## src/rtl/hamming_secded_decoder_if.sv

```systemverilog
// Codeword-in / result-out handshake bundle for the (16,11) SECDED decoder.
// The slave modport is the decoder side; master is the upstream/downstream side.
interface hamming_secded_decoder_if;
  logic        in_valid;
  logic        in_ready;
  logic [15:0] in_codeword;
  logic        out_valid;
  logic        out_ready;
  logic [10:0] out_data;
  logic        out_corrected;
  logic        out_uncorrectable;
  logic [3:0]  out_err_pos;

  modport slave (
    input  in_valid, in_codeword, out_ready,
    output in_ready, out_valid, out_data, out_corrected, out_uncorrectable, out_err_pos
  );

  modport master (
    output in_valid, in_codeword, out_ready,
    input  in_ready, out_valid, out_data, out_corrected, out_uncorrectable, out_err_pos
  );
endinterface

```

## src/rtl/hamming_secded_decoder.sv

```systemverilog
// Extended Hamming (16,11) SECDED decoder: stage 1 computes syndrome and parity,
// stage 2 corrects/classifies; saturating event counters count delivered words.
module hamming_secded_decoder #(
  parameter int unsigned CNT_W = 16
) (
  input  logic                    clk,
  input  logic                    rst,
  hamming_secded_decoder_if.slave bus,
  input  logic                    cnt_clear,
  output logic [CNT_W-1:0]        cnt_corrected,
  output logic [CNT_W-1:0]        cnt_uncorrectable
);

  localparam logic [CNT_W-1:0] CNT_MAX = '1;

  typedef struct packed {
    logic [10:0] data;
    logic        corrected;
    logic        uncorrectable;
    logic [3:0]  err_pos;
  } result_t;

  function automatic logic [3:0] calc_syndrome(input logic [15:0] cw);
    logic [3:0] s;
    s = '0;
    for (int i = 1; i < 16; i++) begin
      if (cw[i]) s = s ^ 4'(i);
    end
    return s;
  endfunction

  // Data bits sit at every non-power-of-two index, LSB first.
  function automatic logic [10:0] extract_data(input logic [15:0] cw);
    return {cw[15:9], cw[7:5], cw[3]};
  endfunction

  logic        s1_valid;
  logic [15:0] s1_cw;
  logic [3:0]  s1_syn;
  logic        s1_par;
  logic        s1_advance;
  logic        accept;

  logic        s2_valid;
  result_t     s1_res;
  result_t     s2_res;
  logic        out_xfer;

  // Stage 1 may move whenever stage 2 is empty or draining; never looks at in_valid.
  assign s1_advance   = !s2_valid || bus.out_ready;
  assign bus.in_ready = rst || !s1_valid || s1_advance;
  assign accept       = bus.in_valid && bus.in_ready;

  // NOTE: sequential state uses non-blocking assignments so every register
  // samples its inputs from before the edge, independent of block order.
  always_ff @(posedge clk) begin
    if (rst) begin
      s1_valid <= 1'b0;
    end else if (bus.in_ready) begin
      s1_valid <= bus.in_valid;
    end
  end

  // NOTE: payload registers are qualified by s1_valid, so they carry no reset.
  always_ff @(posedge clk) begin
    if (accept) begin
      s1_cw  <= bus.in_codeword;
      s1_syn <= calc_syndrome(bus.in_codeword);
      s1_par <= ^bus.in_codeword;
    end
  end

  // NOTE: every output of this block gets a default first, so no latch is inferred.
  always_comb begin
    logic [15:0] fixed_cw;
    fixed_cw = s1_cw;
    s1_res   = '0;
    if (s1_par) begin
      // Odd overall parity: exactly one flip, syndrome 0 points at bit 0.
      fixed_cw[s1_syn] = ~s1_cw[s1_syn];
      s1_res.corrected = 1'b1;
      s1_res.err_pos   = s1_syn;
    end else if (s1_syn != 4'd0) begin
      s1_res.uncorrectable = 1'b1;
    end
    s1_res.data = extract_data(fixed_cw);
  end

  always_ff @(posedge clk) begin
    if (rst) begin
      s2_valid <= 1'b0;
      s2_res   <= '0;
    end else if (s1_advance) begin
      s2_valid <= s1_valid;
      if (s1_valid) s2_res <= s1_res;
    end
  end

  assign bus.out_valid         = s2_valid;
  assign bus.out_data          = s2_res.data;
  assign bus.out_corrected     = s2_res.corrected;
  assign bus.out_uncorrectable = s2_res.uncorrectable;
  assign bus.out_err_pos       = s2_res.err_pos;

  // Statistics count delivered words; a clear wins over a same-cycle increment.
  assign out_xfer = s2_valid && bus.out_ready;

  always_ff @(posedge clk) begin
    if (rst || cnt_clear) begin
      cnt_corrected     <= '0;
      cnt_uncorrectable <= '0;
    end else if (out_xfer) begin
      if (s2_res.corrected && cnt_corrected != CNT_MAX)
        cnt_corrected <= cnt_corrected + 1'b1;
      if (s2_res.uncorrectable && cnt_uncorrectable != CNT_MAX)
        cnt_uncorrectable <= cnt_uncorrectable + 1'b1;
    end
  end

endmodule

```

## src/flat_wrapper.sv

```systemverilog
// flat-port wrapper written by rule: the top's interface ports become plain ports
module hamming_secded_decoder_flat 
#(
  parameter int unsigned CNT_W = 16
)
  (clk, rst, cnt_clear, cnt_corrected, cnt_uncorrectable, bus_in_valid, bus_in_codeword, bus_out_ready, bus_in_ready, bus_out_valid, bus_out_data, bus_out_corrected, bus_out_uncorrectable, bus_out_err_pos);
  hamming_secded_decoder_if bus_i ();
  input  logic clk;
  input  logic rst;
  input  logic cnt_clear;
  output logic [CNT_W-1:0] cnt_corrected;
  output logic [CNT_W-1:0] cnt_uncorrectable;
  input wire logic [$bits(bus_i.in_valid)-1:0] bus_in_valid;
  input wire logic [$bits(bus_i.in_codeword)-1:0] bus_in_codeword;
  input wire logic [$bits(bus_i.out_ready)-1:0] bus_out_ready;
  output wire logic [$bits(bus_i.in_ready)-1:0] bus_in_ready;
  output wire logic [$bits(bus_i.out_valid)-1:0] bus_out_valid;
  output wire logic [$bits(bus_i.out_data)-1:0] bus_out_data;
  output wire logic [$bits(bus_i.out_corrected)-1:0] bus_out_corrected;
  output wire logic [$bits(bus_i.out_uncorrectable)-1:0] bus_out_uncorrectable;
  output wire logic [$bits(bus_i.out_err_pos)-1:0] bus_out_err_pos;
  assign bus_i.in_valid = bus_in_valid;
  assign bus_i.in_codeword = bus_in_codeword;
  assign bus_i.out_ready = bus_out_ready;
  assign bus_in_ready = bus_i.in_ready;
  assign bus_out_valid = bus_i.out_valid;
  assign bus_out_data = bus_i.out_data;
  assign bus_out_corrected = bus_i.out_corrected;
  assign bus_out_uncorrectable = bus_i.out_uncorrectable;
  assign bus_out_err_pos = bus_i.out_err_pos;
  hamming_secded_decoder #(.CNT_W(CNT_W)) u_core (.clk(clk), .rst(rst), .bus(bus_i), .cnt_clear(cnt_clear), .cnt_corrected(cnt_corrected), .cnt_uncorrectable(cnt_uncorrectable));
endmodule
```

## config.mk

```make
export PLATFORM = sky130hd
export DESIGN_NAME = hamming_secded_decoder_flat
export DESIGN_NICKNAME = d
export VERILOG_FILES = /design/src/rtl/hamming_secded_decoder_if.sv /design/src/rtl/hamming_secded_decoder.sv /design/src/flat_wrapper.sv
export SDC_FILE = /design/constraint.sdc
export NUM_CORES = 1
export LEC_CHECK = 0
export CORE_MARGIN = 5
export CORE_UTILIZATION = 53
export CTS_CLUSTER_SIZE = 12
export DETAILED_ROUTE_END_ITERATION = 8
export GPL_TIMING_DRIVEN = 0
export HOLD_SLACK_MARGIN = 0.06
export PLACE_DENSITY = 0.92
export SYNTH_ARGS = -nofsm -noshare
export SYNTH_HDL_FRONTEND = slang
export SYNTH_SLANG_ARGS = --single-unit
```

## constraint.sdc

```tcl
create_clock -name clk -period 5.1 [get_ports clk]
set_clock_uncertainty 0.1 [all_clocks]
set_input_delay 1.02 -clock clk [delete_from_list [all_inputs] [get_ports clk]]
set_output_delay 1.02 -clock clk [all_outputs]
set_load 0.05 [all_outputs]
```

---- After elaboration in Yosys (flattened, before gate mapping) ----
Index checks and enable logic that the tools add are counted.
storage, ports and cells
  flip-flop bits (word level) ............. 72
  input port bits ......................... 21
  word-level logic and storage cells ...... 87
cells by class
  $add $sub $neg .......................... 2
  magnitude comparators ................... 2
  equality and inequality tests ........... 2
  muxes and demuxes ....................... 39
  bitwise logic cells ..................... 15
  reduce and logical (&&, ||, !) cells .... 16
operators by type and width
  kind                                                         count
  2-to-1 mux 4 bit                                             23
  adder 16 x 1 -> 16 bit (second input constant)               2
  inequality test 16 bit (second input constant)               2
  bitwise mux 16 bit                                           1
  2-to-1 mux 16 bit                                            1
  XOR reduction 16 bit                                         1
  2-to-1 mux 3 bit                                             4
  inverter 2 bit                                               6
  inverter 3 bit                                               4
  2-to-1 mux 1 bit                                             6
  AND reduction 2 bit                                          3
  logical AND 1 bit                                            5
  less-than comparator 4 x 5 -> 1 bit (second input constant)  1
  binary-select mux 1 bit (select 4 bit)                       1
  demux 1 bit (select 4 bit)                                   1
  >= comparator 4 x 1 -> 1 bit (second input constant)         1
  logical OR 1 bit                                             4
  2-to-1 mux 2 bit                                             2
  inverter 1 bit                                               4
  inverter 4 bit                                               1
  nonzero test 4 bit                                           1
  logical NOT 1 bit                                            2

---- Depth between registers and ports, before layout ----
Gate-level depths: netlist of run 1.
  depth in word-level cells ............... 46
  mapped depth ............................ 7

---- Least setup slack after synthesis of run 1 ----
No wires, ideal clock.
  path kind ............................... input -> output
  from .................................... input rst
  to ...................................... output bus_in_ready
  arrival ................................. 1.682 ns
  data required time ...................... 3.980 ns
  path slack .............................. 2.298 ns
  stages on the path ...................... 2
  path through ............................ clkbuf_1 -> nand3b_1
between the ends
  cells in the longest elaborated chain, start to end .. 2
RTL lines
  element                        line                          RTL
  start, declared                flat_wrapper.sv:9             input logic rst;
  logical OR 1 bit (2 in a row)  hamming_secded_decoder.sv:51  assign bus.in_ready = rst || !s1_valid || s1_advance;
  end, declared                  flat_wrapper.sv:16            output wire logic [$bits(bus_i.in_ready)-1:0] bus_in_ready;
Every way passes these cells.

---- Worst setup path in the final report of run 1 ----
  from .................................... input bus_out_ready
  to ...................................... output bus_in_ready
between the ends
  cells in the longest elaborated chain, start to end .. 2
RTL lines
  element           line                          RTL
  start, declared   flat_wrapper.sv:15            input wire logic [$bits(bus_i.out_ready)-1:0] bus_out_ready;
  logical OR 1 bit  hamming_secded_decoder.sv:50  assign s1_advance = !s2_valid || bus.out_ready;
  logical OR 1 bit  hamming_secded_decoder.sv:51
Every way passes these cells.

==> metrics.md, run 1 <==
| Metric | Value |
|---|---|
| Core Util, Final | `69.69%` |
| Fill cells | `472` |
| Ys Warns | `0` |
| Detailed-route wire length per cell | `16.20 um` |
| Hold_ws | `0.3591 ns` |
| DIE AREA | `0.008370 mm^2` |
| Min-delay worst type | `flop to flop` |
| Crit path time final | `3.844 ns` |
| Residual DRC count | `0` |
| Setup TNS | `0 ns` |
| Final setup violation count | `0` |
| Fmax | `260.2 MHz` |
| Area of the multi-input gates | `0.001861 mm^2` |
| VDD IR max | `0.2230 mV` |
| Max_slew headroom | `51.04%` |
| Worst Path Required | `3.98 ns` |
| DRT Pass-1 Iters | `5` |
| Routability congestion estimate | `0.9230` |
| P&R area growth vs syn | `27.16%` |
| Grt total ovfl | `0` |
| CTS Buf Count | `9` |
| R2R Setup Slk | `3.11 ns` |
| Hpwl dp | `6385 um` |
| Row cnt | `29` |
| TritonCTS clock tree | `yes` |
| Ratio of cells with drive above 1 in the final layout | `7.675%` |
| Worst skew pair latency | `0.35 ns` |
| Hold Fails Final Rpt | `0` |
| Fraction of registers with async set or reset after synthesis | `0%` |
| Initial antenna violation count | `0` |
| Routed Wire Length | `8636 um` |
| Pins Over Slew Limit | `0` |
| Clock Tree Root | `clkbuf_8` |
| Post-route cell area | `0.004476 mm^2` |
| Sink Count | `69` |
| Post-CTS Setup Bufs | `0` |
| Syn Nets | `393` |
| Clock input transition at the sequential cells of the worst setup and hold paths | `0.07 ns` |
| Post-Syn Area | `0.003520 mm^2` |
| Arrival time worst endpoint | `2.72 ns` |
| Status | `completed` |
| Final period util | `75.37%` |
| Starting Density | `54.80%` |
| P per Cell Area | `277.7 mW/mm^2` |
| Routed vias/inst | `6.041` |
| I/O Buffers | `70` |
| CTS HTree Levels | `3` |
| Die Y-Extent | `91.49 um` |
| Critical Path Source Type | `input port` |
| DP Worst Slack | `1.290 ns` |
| Dominant synthesized flop cell | `dfxtp_1` |
| Max-cap violation count | `0` |
| Ant diodes | `0` |
| Ports | `72` |
| Worst Tran Pin Value | `0.7343 ns` |
| Sequential area share after synthesis | `44.37%` |
| Crit path max fanout | `7` |
| Post-synth EDFFs | `18` |
| Mapped Cells | `370` |
| Worst setup EP type | `primary output` |
| Leakage | `1.448 nW` |
| PnR worst setup slack | `1.256 ns` |
| Via count | `3,220` |
| # resized after CTS | `0` |
| Vias in the first global route | `3,099` |
| Cts hold-fix bufs | `0` |
| Final nets | `474` |
| Post-DP Area | `0.004317 mm^2` |
| First-pass GRT wire length | `14,400 um` |
| Distinct cells, synth | `51` |
| Antenna Nets Post-Route | `0` |
| RSZ-0062 raised after global routing | `false` |
| Syn_area_per_cell | `9.513 um^2` |
| Largest net degree at the start of global routing | `19` |
| CTS max path bufs | `2` |
| WS Path Type | `input port to primary output` |
| Die Wd | `91.49 um` |
| FF/Latch Area | `0.001562 mm^2` |
| Detailed Route Iter0 Violations | `176` |
| Core area | `0.006422 mm^2` |
| Gr usage total | `20.80%` |
| Number of synthesized register bits | `69` |
[final timing paths]
kind | startpoint | depth (start not counted) | endpoint
setup / recovery | bus_out_ready | 4 | bus_in_ready
hold / removal | u_core.bus.out_data[2] | 2 | u_core.bus.out_data[2]
setup reg to reg | u_core.cnt_corrected[0] | 7 | u_core.cnt_corrected[1]
hold reg to reg | u_core.bus.out_data[2] | 2 | u_core.bus.out_data[2]
[per-stage QoR]
step,instances,power [mW]
CTS,533,1.243
global route,533,1.298
detailed placement,517,0.8748
floorplan,370,0.7970
finish,533,1.243
global placement,517,0.8643
[final cells by class]
class,instances,area share (%)
buffer,16,1.677
clock buffer,11,2.935
clock inverter,5,0.6150
inverter,6,0.5032
multi-input combinational,279,41.57
sequential,69,34.89
tap,77,2.153
timing repair buffer,70,15.66
[state kept, by name (all words and copies together) (netlist names)]
signal                        count
u_core.bus.out_uncorrectable      1
u_core.bus.out_valid              1
u_core.bus.out_err_pos            4
u_core.bus.out_corrected          1
u_core.s1_cw                     13
u_core.bus.out_data              11
u_core.s1_valid                   1
u_core.s1_par                     1
u_core.cnt_corrected             16
u_core.cnt_uncorrectable         16
u_core.s1_syn                     4
[power breakdown]
group,switching (mW),internal [mW]
clock,0.204,0.173
combinational,0.150,0.0984
sequential,0.0209,0.597
total,0.374,0.869
[routing by layer]
metal | GRT usage, % | wire (um) | vias up
met5 | 0 | 0 | -
met4 | 9.296 | 181 | 0
met3 | 4.463 | 666 | 20
met2 | 35.06 | 4244 | 156
met1 | 25.47 | 3543 | 1489
li1 | - | - | 1555
[synth_stat cells, drive strengths merged (7+ instances only)]
| cell | count | share of area, % |
|---|---|---|
| dfxtp | 51 | 29 |
| edfxtp | 18 | 15 |
| nand4 | 10 | 3.0 |
| or4 | 13 | 2.8 |
| and2 | 7 | 1.2 |
| o21a | 7 | 1.5 |
| nor2 | 12 | 1.3 |
| nand2 | 42 | 4.5 |
| xnor2 | 24 | 6.0 |
| o31ai | 11 | 2.3 |
| or3 | 12 | 2.1 |
| clkbuf | 10 | 1.1 |
| o21ai | 16 | 2.3 |
| nand3 | 19 | 2.8 |
| a21oi | 41 | 5.8 |
[critical path: stages]
cell             delay (ns)
clkdlybuf4s50_1        0.60
nor2b_1                0.10
nand3b_1               0.16
clkdlybuf4s50_1        0.83
[placed cells by master (no fill, tap or decap), types with 4 or more instances in the layout]
cell,n
clkdlybuf4s50_1,70
dfxtp_1,51
nand2_1,42
a21oi_1,41
xnor2_1,24
nand3_1,18
edfxtp_1,18
or4_1,13
clkbuf_1,12
o21ai_0,12
or3_1,12
nor2_1,12
o31ai_1,11
clkbuf_8,9
o21a_1,7
xor2_1,6
and2_1,6
inv_1,6
nand4_1,6
mux2i_1,6
o41ai_1,5
nor3_1,5
nand3b_1,4
o21ai_1,4
[cells by family after synthesis]
family | after synthesis | synth area share, %
AOI/OAI and AO/OA | 92 | 16.21
xor gates and xnor gates | 30 | 7.465
muxes | 9 | 3.626
buffers and inverters | 22 | 2.773
adders and majority gates | 2 | 0.7109
and+or+nand+nor | 146 | 24.85
DFF | 69 | 44.37
Note: power is estimated with default switching activity, not from simulation.
==> inputs of run 2 (changes only) <==
--- a/config.mk
+++ b/config.mk
@@ -6,12 +6,12 @@
 export NUM_CORES = 1
 export LEC_CHECK = 0
 export CORE_MARGIN = 5
-export CORE_UTILIZATION = 53
+export CORE_UTILIZATION = 46
 export CTS_CLUSTER_SIZE = 12
 export DETAILED_ROUTE_END_ITERATION = 8
 export GPL_TIMING_DRIVEN = 0
 export HOLD_SLACK_MARGIN = 0.06
-export PLACE_DENSITY = 0.92
+export PLACE_DENSITY = 0.86
 export SYNTH_ARGS = -nofsm -noshare
 export SYNTH_HDL_FRONTEND = slang
 export SYNTH_SLANG_ARGS = --single-unit
==> constraint.sdc (replaced) <==
create_clock -name clk -period 3.4 [get_ports clk]
set_clock_uncertainty 0.1 [all_clocks]
set_input_delay 0.68 -clock clk [delete_from_list [all_inputs] [get_ports clk]]
set_output_delay 0.68 -clock clk [all_outputs]
set_load 0.05 [all_outputs]
==> run 2 against run 1 <==
  * Via count down 0.62%
  * Design area up 1.2%
  * Wire length up 1.4%
  * Global-route usage down 2.4 points
  * Largest cell class unchanged
  * Highest routed layer unchanged
  * Combinational power up 49%
==> metrics.md, run 2 (same netlist as run 1, synthesis figures left out) <==
| Metric | Value |
|---|---|
| Routed vias/inst | `5.766 (was 6.041)` |
| Area of the multi-input gates | `0.001861 mm^2 (unchanged)` |
| Final nets | `474 (unchanged)` |
| Ports | `72 (unchanged)` |
| Worst setup EP type | `primary output (unchanged)` |
| Worst Hold Path Cells | `2 (unchanged)` |
| CP max stage delay | `0.82 ns (was 0.83 ns)` |
| Most common cell on crit path | `clkdlybuf4s50_1 (unchanged)` |
| Hpwl dp | `6574 um (was 6385 um)` |
| Hold Startpoint | `u_core.bus.out_err_pos[3] (was u_core.bus.out_data[2])` |
| Leakage | `1.461 nW (was 1.448 nW)` |
| Most common cell after layout, fill and taps aside | `clkdlybuf4s50_1 (unchanged)` |
| Critical-path top delay cell | `clkdlybuf4s50_1 (unchanged)` |
| Routability congestion estimate | `0.9631 (was 0.9230)` |
| Cts hold-fix bufs | `0 (unchanged)` |
| Ratio of cells with drive above 1 in the final layout | `8.333% (was 7.675%)` |
| Core area | `0.007370 mm^2 (was 0.006422 mm^2)` |
| Die Y-Extent | `97.47 um (was 91.49 um)` |
| Most frequent cells in the layout | `clkdlybuf4s50_1, dfxtp_1, nand2_1 (unchanged)` |
| Row cnt | `31 (was 29)` |
| Max_slew headroom | `46.81% (was 51.04%)` |
| Worst Path Required | `2.62 ns (was 3.98 ns)` |
| First-pass GRT wire length | `14,570 um (was 14,400 um)` |
| Detailed-route wire length per cell | `15.77 um (was 16.20 um)` |
| Core Util, Final | `61.46% (was 69.69%)` |
| Top Registers | `u_core.cnt_corrected: 16 flops, u_core.cnt_uncorrectable: 16 flops, u_core.s1_cw: 13 flops (unchanged)` |
| Hold Fails Final Rpt | `0 (unchanged)` |
| CTS max path bufs | `2 (unchanged)` |
| Capture point of the worst reg-to-reg path | `u_core.cnt_corrected[9] (was u_core.cnt_corrected[1])` |
| Setup TNS | `0 ns (unchanged)` |
| CTS HTree Levels | `3 (unchanged)` |
| Crit path time final | `3.157 ns` |
| DIE AREA | `0.009500 mm^2 (was 0.008370 mm^2)` |
| Initial antenna violation count | `0 (unchanged)` |
| Critical Path Source Type | `input port (unchanged)` |
| Ant diodes | `0 (unchanged)` |
| Min-delay worst type | `flop to flop (unchanged)` |
| R2R Setup Slk | `1.44 ns (was 3.11 ns)` |
| Hold_ws | `0.3586 ns (was 0.3591 ns)` |
| Clock Tree Root | `clkbuf_8 (unchanged)` |
| Largest net degree at the start of global routing | `19 (unchanged)` |
| Detailed Route Iter0 Violations | `193 (was 176)` |
| DRT Pass-1 Iters | `5 (unchanged)` |
| Pwr Total | `1.927 mW (was 1.243 mW)` |
| DP Worst Slack | `0.2612 ns (was 1.290 ns)` |
| Arrival time worst endpoint | `2.38 ns (was 2.72 ns)` |
| Worst Tran Pin Value | `0.7979 ns (was 0.7343 ns)` |
| CP top delay family | `buffers and inverters (unchanged)` |
| Final setup violation count | `0 (unchanged)` |
| Max-cap violation count | `0 (unchanged)` |
| Grt total ovfl | `0 (unchanged)` |
| Final period util | `92.85%` |
| TritonCTS clock tree | `yes (unchanged)` |
| DP Cell Count | `539 (was 517)` |
| Pins Over Slew Limit | `0 (unchanged)` |
| Gr usage total | `18.43% (was 20.80%)` |
| Die Wd | `97.47 um (was 91.49 um)` |
| RSZ-0062 raised after global routing | `false (unchanged)` |
| Buf+Inv Stages, Crit Path | `2 (unchanged)` |
| Fmax | `316.8 MHz` |
| Routed Wire Length | `8753 um (was 8636 um)` |
| Vias in the first global route | `3,173 (was 3,099)` |
| P&R area growth vs syn | `28.69% (was 27.16%)` |
| Worst-path cell chain | `clkdlybuf4s50_1 > nor2b_1 > nand3b_1 > clkdlybuf4s50_1 (unchanged)` |
| Crit path max fanout | `7 (unchanged)` |
| Fill cells | `617 (was 472)` |
| Worst r2r src | `u_core.cnt_corrected[0] (unchanged)` |
| Worst hold path endpoint | `u_core.bus.out_err_pos[3] (was u_core.bus.out_data[2])` |
| Sink Count | `69 (unchanged)` |
| Post-route cell area | `0.004529 mm^2 (was 0.004476 mm^2)` |
| Residual DRC count | `0 (unchanged)` |
| VDD IR max | `0.2704 mV (was 0.2230 mV)` |
| Antenna Nets Post-Route | `0 (unchanged)` |
| P per Cell Area | `425.4 mW/mm^2 (was 277.7 mW/mm^2)` |
| FF/Latch Area | `0.001562 mm^2 (unchanged)` |
| Clock input transition at the sequential cells of the worst setup and hold paths | `0.08 ns (was 0.07 ns)` |
| Post-CTS Setup Bufs | `0 (unchanged)` |
| Status | `completed (unchanged)` |
| # resized after CTS | `0 (unchanged)` |
| Non-Filler Instances | `555 (was 533)` |
| Starting Density | `47.76% (was 54.80%)` |
| Reg2reg path depth | `7 (unchanged)` |
| WS Path Type | `input port to primary output (unchanged)` |
| I/O Buffers | `70 (unchanged)` |
| PnR worst setup slack | `0.2430 ns (was 1.256 ns)` |
| Via count | `3,200 (was 3,220)` |
| Worst skew pair latency | `0.35 ns (about the same)` |
| Post-DP Area | `0.004344 mm^2 (was 0.004317 mm^2)` |
| CTS Buf Count | `9 (unchanged)` |
[run 2: cell count changes in the layout (fill, tap and decap cells not counted), sizes merged]
cell / delta
clkbuf: -1
clkinvlp: +1
[run 2: how the worst max path moves through the flow]
stage	start	end	depth (start not counted)
global route	bus_out_ready	bus_in_ready	4
detailed placement	bus_out_ready	bus_in_ready	4
CTS	bus_out_ready	bus_in_ready	4
floorplan	rst	u_core.s1_cw[10]	3
global placement	bus_out_ready	bus_in_ready	4
finish	bus_out_ready	bus_in_ready	4
[run 2: layout make-up]
class	instances	area share (%)
multi-input cells	279	41.08
flip-flops and latches	69	34.48
repair buffers	70	15.47
clock buffers	10	3.287
well taps	99	2.735
plain buffers	16	1.657
clock inverters	6	0.8011
inverters	6	0.4972
[run 2: layer usage]
layer,vias to the layer above,share of wire (%),track usage [%]
met5,-,0,0
met4,0,1.6,7.987
met3,14,6.3,3.446
met2,111,51,32.53
met1,1524,41,21.70
li1,1551,-,-
[run 2: worst reg2reg max path, delay by kind of cell, from the launching register on]
family / cells / cell delay [ns]
buf+inv: 2 / 0.40
simple gates: 2 / 0.47
fa+ha+maj: 1 / 0.28
compound gates: 2 / 0.25
flops: 1 / 0.40
[run 2: where the power goes]
group          switching [mW]  internal, mW  total, mW
Sequential             0.0300         0.895      0.925
Clock                   0.328         0.305      0.633
Combinational           0.221         0.148      0.369
